File: src/rtl/tree_path_tracker_if.sv
// Operation, table-programming and result signals of tree_path_tracker.
// The master side is whoever drives operations and consumes results; the
// slave side is the tracker itself.
interface tree_path_tracker_if #(
  parameter int NUM_MSG_HIERARCHY = 4,
  parameter int NUM_MSGS          = 8,
  parameter int IDENTIFIER_SIZE   = 5,
  parameter int NODE_DATA_W       = 4
);
  localparam int IDX_W   = $clog2(NUM_MSGS);
  localparam int DEPTH_W = $clog2(NUM_MSG_HIERARCHY + 1);
  localparam int PATH_W  = NUM_MSG_HIERARCHY * IDENTIFIER_SIZE;

  // Operation stream
  logic                       in_valid;
  logic                       in_ready;
  logic [1:0]                 in_op;
  logic [IDENTIFIER_SIZE-1:0] in_id;

  // Dependency table programming
  logic                       cfg_we;
  logic [IDX_W-1:0]           cfg_idx;
  logic [PATH_W-1:0]          cfg_path;
  logic [DEPTH_W-1:0]         cfg_len;
  logic [NODE_DATA_W-1:0]     cfg_data;

  // Result stream and sticky error flags
  logic                       out_valid;
  logic                       out_ready;
  logic                       out_match;
  logic [NODE_DATA_W-1:0]     out_node_data;
  logic [DEPTH_W-1:0]         out_depth;
  logic                       out_err;
  logic                       err_overflow;
  logic                       err_underflow;

  modport master (
    output in_valid, in_op, in_id,
    output cfg_we, cfg_idx, cfg_path, cfg_len, cfg_data,
    output out_ready,
    input  in_ready,
    input  out_valid, out_match, out_node_data, out_depth, out_err,
    input  err_overflow, err_underflow
  );

  modport slave (
    input  in_valid, in_op, in_id,
    input  cfg_we, cfg_idx, cfg_path, cfg_len, cfg_data,
    input  out_ready,
    output in_ready,
    output out_valid, out_match, out_node_data, out_depth, out_err,
    output err_overflow, err_underflow
  );
endinterface

File: src/rtl/tree_path_tracker.sv
// Tracks the identifier path of a decoder walking a message tree and looks
// the path up in a programmable dependency table after every operation.
// One registered result stage; an operation is taken whenever the result
// register is empty or being drained in the same cycle.
module tree_path_tracker #(
  parameter int NUM_MSG_HIERARCHY = 4,
  parameter int NUM_MSGS          = 8,
  parameter int IDENTIFIER_SIZE   = 5,
  parameter int NODE_DATA_W       = 4
) (
  input logic                clk,
  input logic                rst,
  tree_path_tracker_if.slave bus
);
  localparam int DEPTH_W = $clog2(NUM_MSG_HIERARCHY + 1);
  localparam int PATH_W  = NUM_MSG_HIERARCHY * IDENTIFIER_SIZE;

  typedef enum logic [1:0] {
    OP_PUSH  = 2'd0,
    OP_POP   = 2'd1,
    OP_CLEAR = 2'd2,
    OP_QUERY = 2'd3
  } op_e;

  typedef logic [DEPTH_W-1:0]     depth_t;
  typedef logic [PATH_W-1:0]      path_t;
  typedef logic [NODE_DATA_W-1:0] data_t;

  localparam depth_t MAX_DEPTH = depth_t'(NUM_MSG_HIERARCHY);

  // Identifier stack, level 0 in the low slot
  path_t  r_stack;
  depth_t r_depth;

  // Dependency table; an entry with length 0 is invalid
  path_t  r_tbl_path [NUM_MSGS];
  depth_t r_tbl_len  [NUM_MSGS];
  data_t  r_tbl_data [NUM_MSGS];

  // Result register and sticky errors
  logic   r_out_valid;
  logic   r_out_match;
  data_t  r_out_data;
  logic   r_out_err;
  logic   r_err_ovf;
  logic   r_err_unf;

  logic   w_accept;
  logic   w_cfg_ok;
  op_e    w_op;
  logic   w_push_ok;
  logic   w_ovf;
  logic   w_unf;
  depth_t w_depth_nxt;
  path_t  w_path_nxt;
  path_t  w_mask;
  logic   w_match;
  data_t  w_data;

  assign bus.in_ready = !r_out_valid || bus.out_ready;
  assign w_accept     = bus.in_valid && bus.in_ready;
  assign w_op         = op_e'(bus.in_op);
  assign w_cfg_ok     = bus.cfg_we && (32'(bus.cfg_idx) < NUM_MSGS);

  // Post-operation stack and depth, plus the slot mask covering that depth
  always_comb begin
    // NOTE: every variable gets a default before any branch, so no path
    // through the block leaves it unassigned and no latch is inferred.
    w_push_ok   = 1'b0;
    w_ovf       = 1'b0;
    w_unf       = 1'b0;
    w_depth_nxt = r_depth;
    case (w_op)
      OP_PUSH: begin
        if (r_depth == MAX_DEPTH) begin
          w_ovf = 1'b1;
        end else begin
          w_push_ok   = 1'b1;
          w_depth_nxt = r_depth + depth_t'(1);
        end
      end
      OP_POP: begin
        if (r_depth == '0) w_unf = 1'b1;
        else               w_depth_nxt = r_depth - depth_t'(1);
      end
      OP_CLEAR: w_depth_nxt = '0;
      default:  ;
    endcase

    w_path_nxt = r_stack;
    w_mask     = '0;
    for (int k = 0; k < NUM_MSG_HIERARCHY; k++) begin
      if (w_push_ok && depth_t'(k) == r_depth)
        w_path_nxt[k*IDENTIFIER_SIZE +: IDENTIFIER_SIZE] = bus.in_id;
      if (depth_t'(k) < w_depth_nxt)
        w_mask[k*IDENTIFIER_SIZE +: IDENTIFIER_SIZE] = '1;
    end
  end

  // Table lookup on the post-operation path; scanning downwards lets the
  // lowest matching index overwrite any higher one
  always_comb begin
    w_match = 1'b0;
    w_data  = '0;
    for (int e = NUM_MSGS - 1; e >= 0; e--) begin
      if (r_tbl_len[e] != '0 && r_tbl_len[e] == w_depth_nxt &&
          ((r_tbl_path[e] ^ w_path_nxt) & w_mask) == '0) begin
        w_match = 1'b1;
        w_data  = r_tbl_data[e];
      end
    end
    if (w_ovf || w_unf) begin
      w_match = 1'b0;
      w_data  = '0;
    end
  end

  // Depth, result register and sticky error flags
  always_ff @(posedge clk) begin
    // NOTE: sequential state uses non-blocking assignments so every register
    // samples values from before the edge, independent of statement order.
    if (rst) begin
      r_depth     <= '0;
      r_out_valid <= 1'b0;
      r_out_match <= 1'b0;
      r_out_data  <= '0;
      r_out_err   <= 1'b0;
      r_err_ovf   <= 1'b0;
      r_err_unf   <= 1'b0;
    end else if (w_accept) begin
      r_depth     <= w_depth_nxt;
      r_out_valid <= 1'b1;
      r_out_match <= w_match;
      r_out_data  <= w_data;
      r_out_err   <= w_ovf || w_unf;
      if (w_ovf) r_err_ovf <= 1'b1;
      if (w_unf) r_err_unf <= 1'b1;
    end else if (bus.out_ready) begin
      r_out_valid <= 1'b0;
    end
  end

  // Stack slots; contents above the depth are never looked at
  always_ff @(posedge clk) begin
    if (w_accept) r_stack <= w_path_nxt;
  end

  // Entry lengths carry the valid state and are the only table field reset
  always_ff @(posedge clk) begin
    // NOTE: only the length array is reset; path and data behind a zero
    // length are unused, so leaving them unreset keeps them plain storage.
    if (rst) begin
      for (int e = 0; e < NUM_MSGS; e++) r_tbl_len[e] <= '0;
    end else if (w_cfg_ok) begin
      r_tbl_len[bus.cfg_idx] <= bus.cfg_len;
    end
  end

  // Entry path and node data
  always_ff @(posedge clk) begin
    if (w_cfg_ok) begin
      r_tbl_path[bus.cfg_idx] <= bus.cfg_path;
      r_tbl_data[bus.cfg_idx] <= bus.cfg_data;
    end
  end

  assign bus.out_valid     = r_out_valid;
  assign bus.out_match     = r_out_match;
  assign bus.out_node_data = r_out_data;
  assign bus.out_depth     = r_depth;
  assign bus.out_err       = r_out_err;
  assign bus.err_overflow  = r_err_ovf;
  assign bus.err_underflow = r_err_unf;
endmodule

File: src/flat_wrapper.sv
// flat-port wrapper written by rule: the top's interface ports become plain ports
module tree_path_tracker_flat 
#(
  parameter int NUM_MSG_HIERARCHY = 4,
  parameter int NUM_MSGS          = 8,
  parameter int IDENTIFIER_SIZE   = 5,
  parameter int NODE_DATA_W       = 4
)
  (clk, rst, bus_in_valid, bus_in_op, bus_in_id, bus_cfg_we, bus_cfg_idx, bus_cfg_path, bus_cfg_len, bus_cfg_data, bus_out_ready, bus_in_ready, bus_out_valid, bus_out_match, bus_out_node_data, bus_out_depth, bus_out_err, bus_err_overflow, bus_err_underflow);
  tree_path_tracker_if #(.NUM_MSG_HIERARCHY(NUM_MSG_HIERARCHY), .NUM_MSGS(NUM_MSGS), .IDENTIFIER_SIZE(IDENTIFIER_SIZE), .NODE_DATA_W(NODE_DATA_W)) bus_i ();
  input logic clk;
  input logic rst;
  input wire logic [$bits(bus_i.in_valid)-1:0] bus_in_valid;
  input wire logic [$bits(bus_i.in_op)-1:0] bus_in_op;
  input wire logic [$bits(bus_i.in_id)-1:0] bus_in_id;
  input wire logic [$bits(bus_i.cfg_we)-1:0] bus_cfg_we;
  input wire logic [$bits(bus_i.cfg_idx)-1:0] bus_cfg_idx;
  input wire logic [$bits(bus_i.cfg_path)-1:0] bus_cfg_path;
  input wire logic [$bits(bus_i.cfg_len)-1:0] bus_cfg_len;
  input wire logic [$bits(bus_i.cfg_data)-1:0] bus_cfg_data;
  input wire logic [$bits(bus_i.out_ready)-1:0] bus_out_ready;
  output wire logic [$bits(bus_i.in_ready)-1:0] bus_in_ready;
  output wire logic [$bits(bus_i.out_valid)-1:0] bus_out_valid;
  output wire logic [$bits(bus_i.out_match)-1:0] bus_out_match;
  output wire logic [$bits(bus_i.out_node_data)-1:0] bus_out_node_data;
  output wire logic [$bits(bus_i.out_depth)-1:0] bus_out_depth;
  output wire logic [$bits(bus_i.out_err)-1:0] bus_out_err;
  output wire logic [$bits(bus_i.err_overflow)-1:0] bus_err_overflow;
  output wire logic [$bits(bus_i.err_underflow)-1:0] bus_err_underflow;
  assign bus_i.in_valid = bus_in_valid;
  assign bus_i.in_op = bus_in_op;
  assign bus_i.in_id = bus_in_id;
  assign bus_i.cfg_we = bus_cfg_we;
  assign bus_i.cfg_idx = bus_cfg_idx;
  assign bus_i.cfg_path = bus_cfg_path;
  assign bus_i.cfg_len = bus_cfg_len;
  assign bus_i.cfg_data = bus_cfg_data;
  assign bus_i.out_ready = bus_out_ready;
  assign bus_in_ready = bus_i.in_ready;
  assign bus_out_valid = bus_i.out_valid;
  assign bus_out_match = bus_i.out_match;
  assign bus_out_node_data = bus_i.out_node_data;
  assign bus_out_depth = bus_i.out_depth;
  assign bus_out_err = bus_i.out_err;
  assign bus_err_overflow = bus_i.err_overflow;
  assign bus_err_underflow = bus_i.err_underflow;
  tree_path_tracker #(.NUM_MSG_HIERARCHY(NUM_MSG_HIERARCHY), .NUM_MSGS(NUM_MSGS), .IDENTIFIER_SIZE(IDENTIFIER_SIZE), .NODE_DATA_W(NODE_DATA_W)) u_core (.clk(clk), .rst(rst), .bus(bus_i));
endmodule
File: config.mk
export PLATFORM = sky130hd
export DESIGN_NAME = tree_path_tracker_flat
export DESIGN_NICKNAME = d
export VERILOG_FILES = /design/src/rtl/tree_path_tracker_if.sv /design/src/rtl/tree_path_tracker.sv /design/src/flat_wrapper.sv
export SDC_FILE = /design/constraint.sdc
export NUM_CORES = 1
export LEC_CHECK = 0
export ABC_AREA = 1
export CORE_MARGIN = 8
export CORE_UTILIZATION = 61
export CTS_CLUSTER_SIZE = 20
export DETAILED_ROUTE_END_ITERATION = 10
export HOLD_SLACK_MARGIN = 0.12
export PLACE_DENSITY = 0.9
export SLEW_MARGIN = 0
export SYNTH_ARGS = -nofsm -noshare
export SYNTH_HDL_FRONTEND = slang
export SYNTH_SLANG_ARGS = --single-unit
File: constraint.sdc
create_clock -name clk -period 3.5 [get_ports clk]
set_input_delay 0.7 -clock clk [delete_from_list [all_inputs] [get_ports clk]]
set_output_delay 0.7 -clock clk [all_outputs]
set_load 0.01 [all_outputs]
==> flow_summary.yaml <==
status:
  status: "completed"
cts:
  clk_pin_slew_worst_paths_ps: 60
  cts_hold_buf: 0
  cts_tree: "built"
  cts.path.max_buffers: 3
  cts_buffers: 24
  clock_latency_ps: 530
  cts-root-buf: "clkbuf_16"
  h-tree-depth: 1
  clock-sinks: 248
floorplan:
  num_rows: 51
  die_y_um: 157
  dieArea_sq_mm: 0.0247
  core_sq_mm: 0.0195
  die_w_um: 157
  start_util_pct: 62.2
  io_pins: 55
drt:
  ant_nets: 0
  avgViaCountPerCell: 5.73
  drc: 0
  finalWirelength_um: 32300
  drtPass1Iterations: 5
  num_vias: 9562
  drt_iter0_markers: 1242
  wl_per_cell_um: 19.4
synth:
  synthCells: 1215
  yosysWarnings: 0
  ys_types: 39
  synth_xor_area_share_pct: 6.93
  yosysMostFrequentCell: "nand2_1"
  synth_enable_flop_cells: 236
  synth_nets: 1263
  synthAdderAreaFrac_pct: 0.619
  synth_mux_area_share_pct: 0
  synth.area.top_cells: "edfxtp_1 58%, nand2_1 10%, xor2_1 5.6%, nand3_1 4.5%, inv_1 4.4%"
  synth_area_leader_cell: "edfxtp_1"
  synth_flop_cell: "edfxtp_1"
  netlist_area_sq_mm: 0.0121
  synthTopCellsByCount: "327 x nand2_1, 236 x edfxtp_1, 141 x inv_1, 110 x nand3_1, 108 x nor2_1"
  synthSimpleGateAreaFrac_pct: 22.3
  synth_top_family_by_area: "simple AND/OR/NAND/NOR gates"
  synth_top_cell_area_share_pct: 58.4
  postSynthAreaPerCell_sq_um: 9.99
  ys_ff_latch: 248
  synth_compound_area_share_pct: 4.22
  yosysSeqAreaShare_pct: 60.4
  async_flop_share_pct: 0
worst_setup_path:
  slowest_stage: "clkdlybuf4s50_1"
  path_cells: "clkdlybuf4s50_1 -> nor2_8 -> nand3_4 -> clkinv_1 -> nand2_1 -> nand2_2 -> xnor2_1 -> o2111ai_1 -> o31ai_1 -> nand3_1 -> o21ai_0 -> inv_1 -> nand2_1 -> a21oi_2"
  crit_fanout: 13
  reg2regPathDepth: 14
  startpoint_type: "input port"
  rr_startpoint: "u_core.bus.out_depth[2]$_SDFFE_PP0P_"
  crit_type: "in -> reg"
  required_ps: 3920
  cp-end-kind: "flop"
  max_stage_delay_ps: 540
  cp.arrival_ps: 3760
  startpoint: "bus_in_op[1]"
  crit_top_cell: "nand2_1"
sta:
  finalWorstPathRequiredPeriod_ps: 3340
  fmax_mhz: 300
  relSlewSlack_pct: 45.7
  setup_ws_ps: 161
  fin_crit_sh_pct: 95.4
  skew_ps: 12.5
  finalSetupViolations: 0
  slew_viol_final: 0
  final_hold_viol_count: 0
  tightest_slew_ps: 813
  fin_tns_setup_ps: 0
placement:
  place_congestion: 0.932
  dpl_worst_slack_ps: -280
  hpwl_um: 23400
  port_buffers: 54
  post_dp_cell_area_sq_mm: 0.0138
  post-place-cells: 1624
global_route:
  grt_max_degree: 23
  grt_pass1_wl_um: 49900
  grt_pass1_vias: 9463
  grt_overflow: 0
  antenna_found_initial: 1
  grtUsageTotal_pct: 26.4
layout:
  syn2layout_area_growth_pct: 19.7
  instances_no_fill: 1668
  antenna_cells: 0
  design_area_sq_mm: 0.0145
  drive_gt1_share_pct: 15.4
  nNetsFinal: 1435
  nFillCells: 1240
worst_hold_path:
  worstHoldStart: "u_core.bus.err_underflow$_SDFFE_PP0P_"
  hold_path.class: "reg -> reg"
  min_path_cells: 2
power_and_ir_drop:
  power_mw: 7.16
  power.leakage_nw: 6.18
  power_density_mw_per_mm2: 492
  vdd_drop_max_uv: 324
job:
  maxCapViolations: 0
==> final timing paths <==
kind | slack [ps] | to
hold reg to reg | 480 | u_core.bus.err_underflow$_SDFFE_PP0P_
setup / recovery | 160 | u_core.bus.out_node_data[0]$_SDFFE_PP0P_
setup reg to reg | 190 | u_core.bus.out_node_data[0]$_SDFFE_PP0P_
hold / removal | 480 | u_core.bus.err_underflow$_SDFFE_PP0P_
==> area by class of cell <==
type	instances	area (sq um)	area share, %
sequential	248	7330	50.4
multi-input combinational	800	4180	28.7
timing repair buffer	160	1390	9.54
clock buffer	30	644	4.43
inverter	153	574	3.95
tap	265	332	2.28
clock inverter	12	90.1	0.620
==> repair_timing <==
item | CTS | global route
setup buffers | 0 | 2
endpoints found under the hold margin | 0 | 0
resized for setup | 1 | 7
pin swaps | 0 | 1
endpoints found under the setup margin | 1 | 5
==> metal layers <==
layer  up-vias  part of all wire [%]  GRT usage [%]  wire (um)
li1       4360                     -              -          -
met1      4462                    37           32.9      12000
met2       615                    48           44.7      15400
met3       123                    11           5.21       3580
met4         2                   4.0           10.7       1300
met5         -                 0.040              0         13
==> cells by family (layout without fill, tap and decap cells) <==
group,count (synthesis),after routing
AOI/OAI and AO/OA,82,82
adders and majority gates,6,6
xor gates and xnor gates,96,96
buffers and inverters,167,355
and+or+nand+nor,616,616
DFF,248,248
==> stage by stage <==
stage / hold WS (ps) / util, %
6_report: 475 / 74.4
5_1_grt: 536 / 74.4
4_1_cts: 479 / 74.2
3_5_place_dp: 460 / 70.5
3_3_place_gp: 446 / 70.5
2_1_floorplan: 490 / -
==> flip-flops by register name, indices dropped and copies added (netlist names) <==
| name | cells |
|---|---|
| u_core.r_tbl_data | 32 |
| u_core.bus.out_node_data | 4 |
| u_core.r_stack | 20 |
| u_core.bus.err_overflow | 1 |
| u_core.bus.err_underflow | 1 |
| u_core.bus.out_depth | 3 |
| u_core.r_tbl_path | 160 |
| u_core.r_tbl_len | 24 |
| u_core.bus.out_valid | 1 |
| u_core.bus.out_err | 1 |
| u_core.bus.out_match | 1 |
==> critical path: cells and delay by family <==
| family | cells | cell delay (ps) |
|---|---|---|
| AND/OR/NAND/NOR | 6 | 1260 |
| AO/OA/AOI/OAI | 4 | 890 |
| XOR/XNOR | 1 | 170 |
| buffers and inverters | 3 | 730 |
==> report_power, final <==
group / internal, mW / switching (mW) / total, mW
Clock: 1.37 / 1.08 / 2.45
Combinational: 0.471 / 0.786 / 1.26
Sequential: 3.38 / 0.0648 / 3.45
==> cell usage in the layout, fill, tap and decap left out, types with 17 or more instances in the layout <==
| cell | instances |
|---|---|
| inv_1 | 140 |
| nand2_1 | 327 |
| clkdlybuf4s50_1 | 54 |
| buf_4 | 102 |
| nand3_1 | 110 |
| a21oi_1 | 17 |
| edfxtp_1 | 236 |
| xor2_1 | 78 |
| xnor2_1 | 18 |
| o21ai_0 | 36 |
| nor2_1 | 98 |
| nand2_2 | 23 |
| clkbuf_16 | 25 |
No activity file was read; power rests on OpenSTA's default activity.
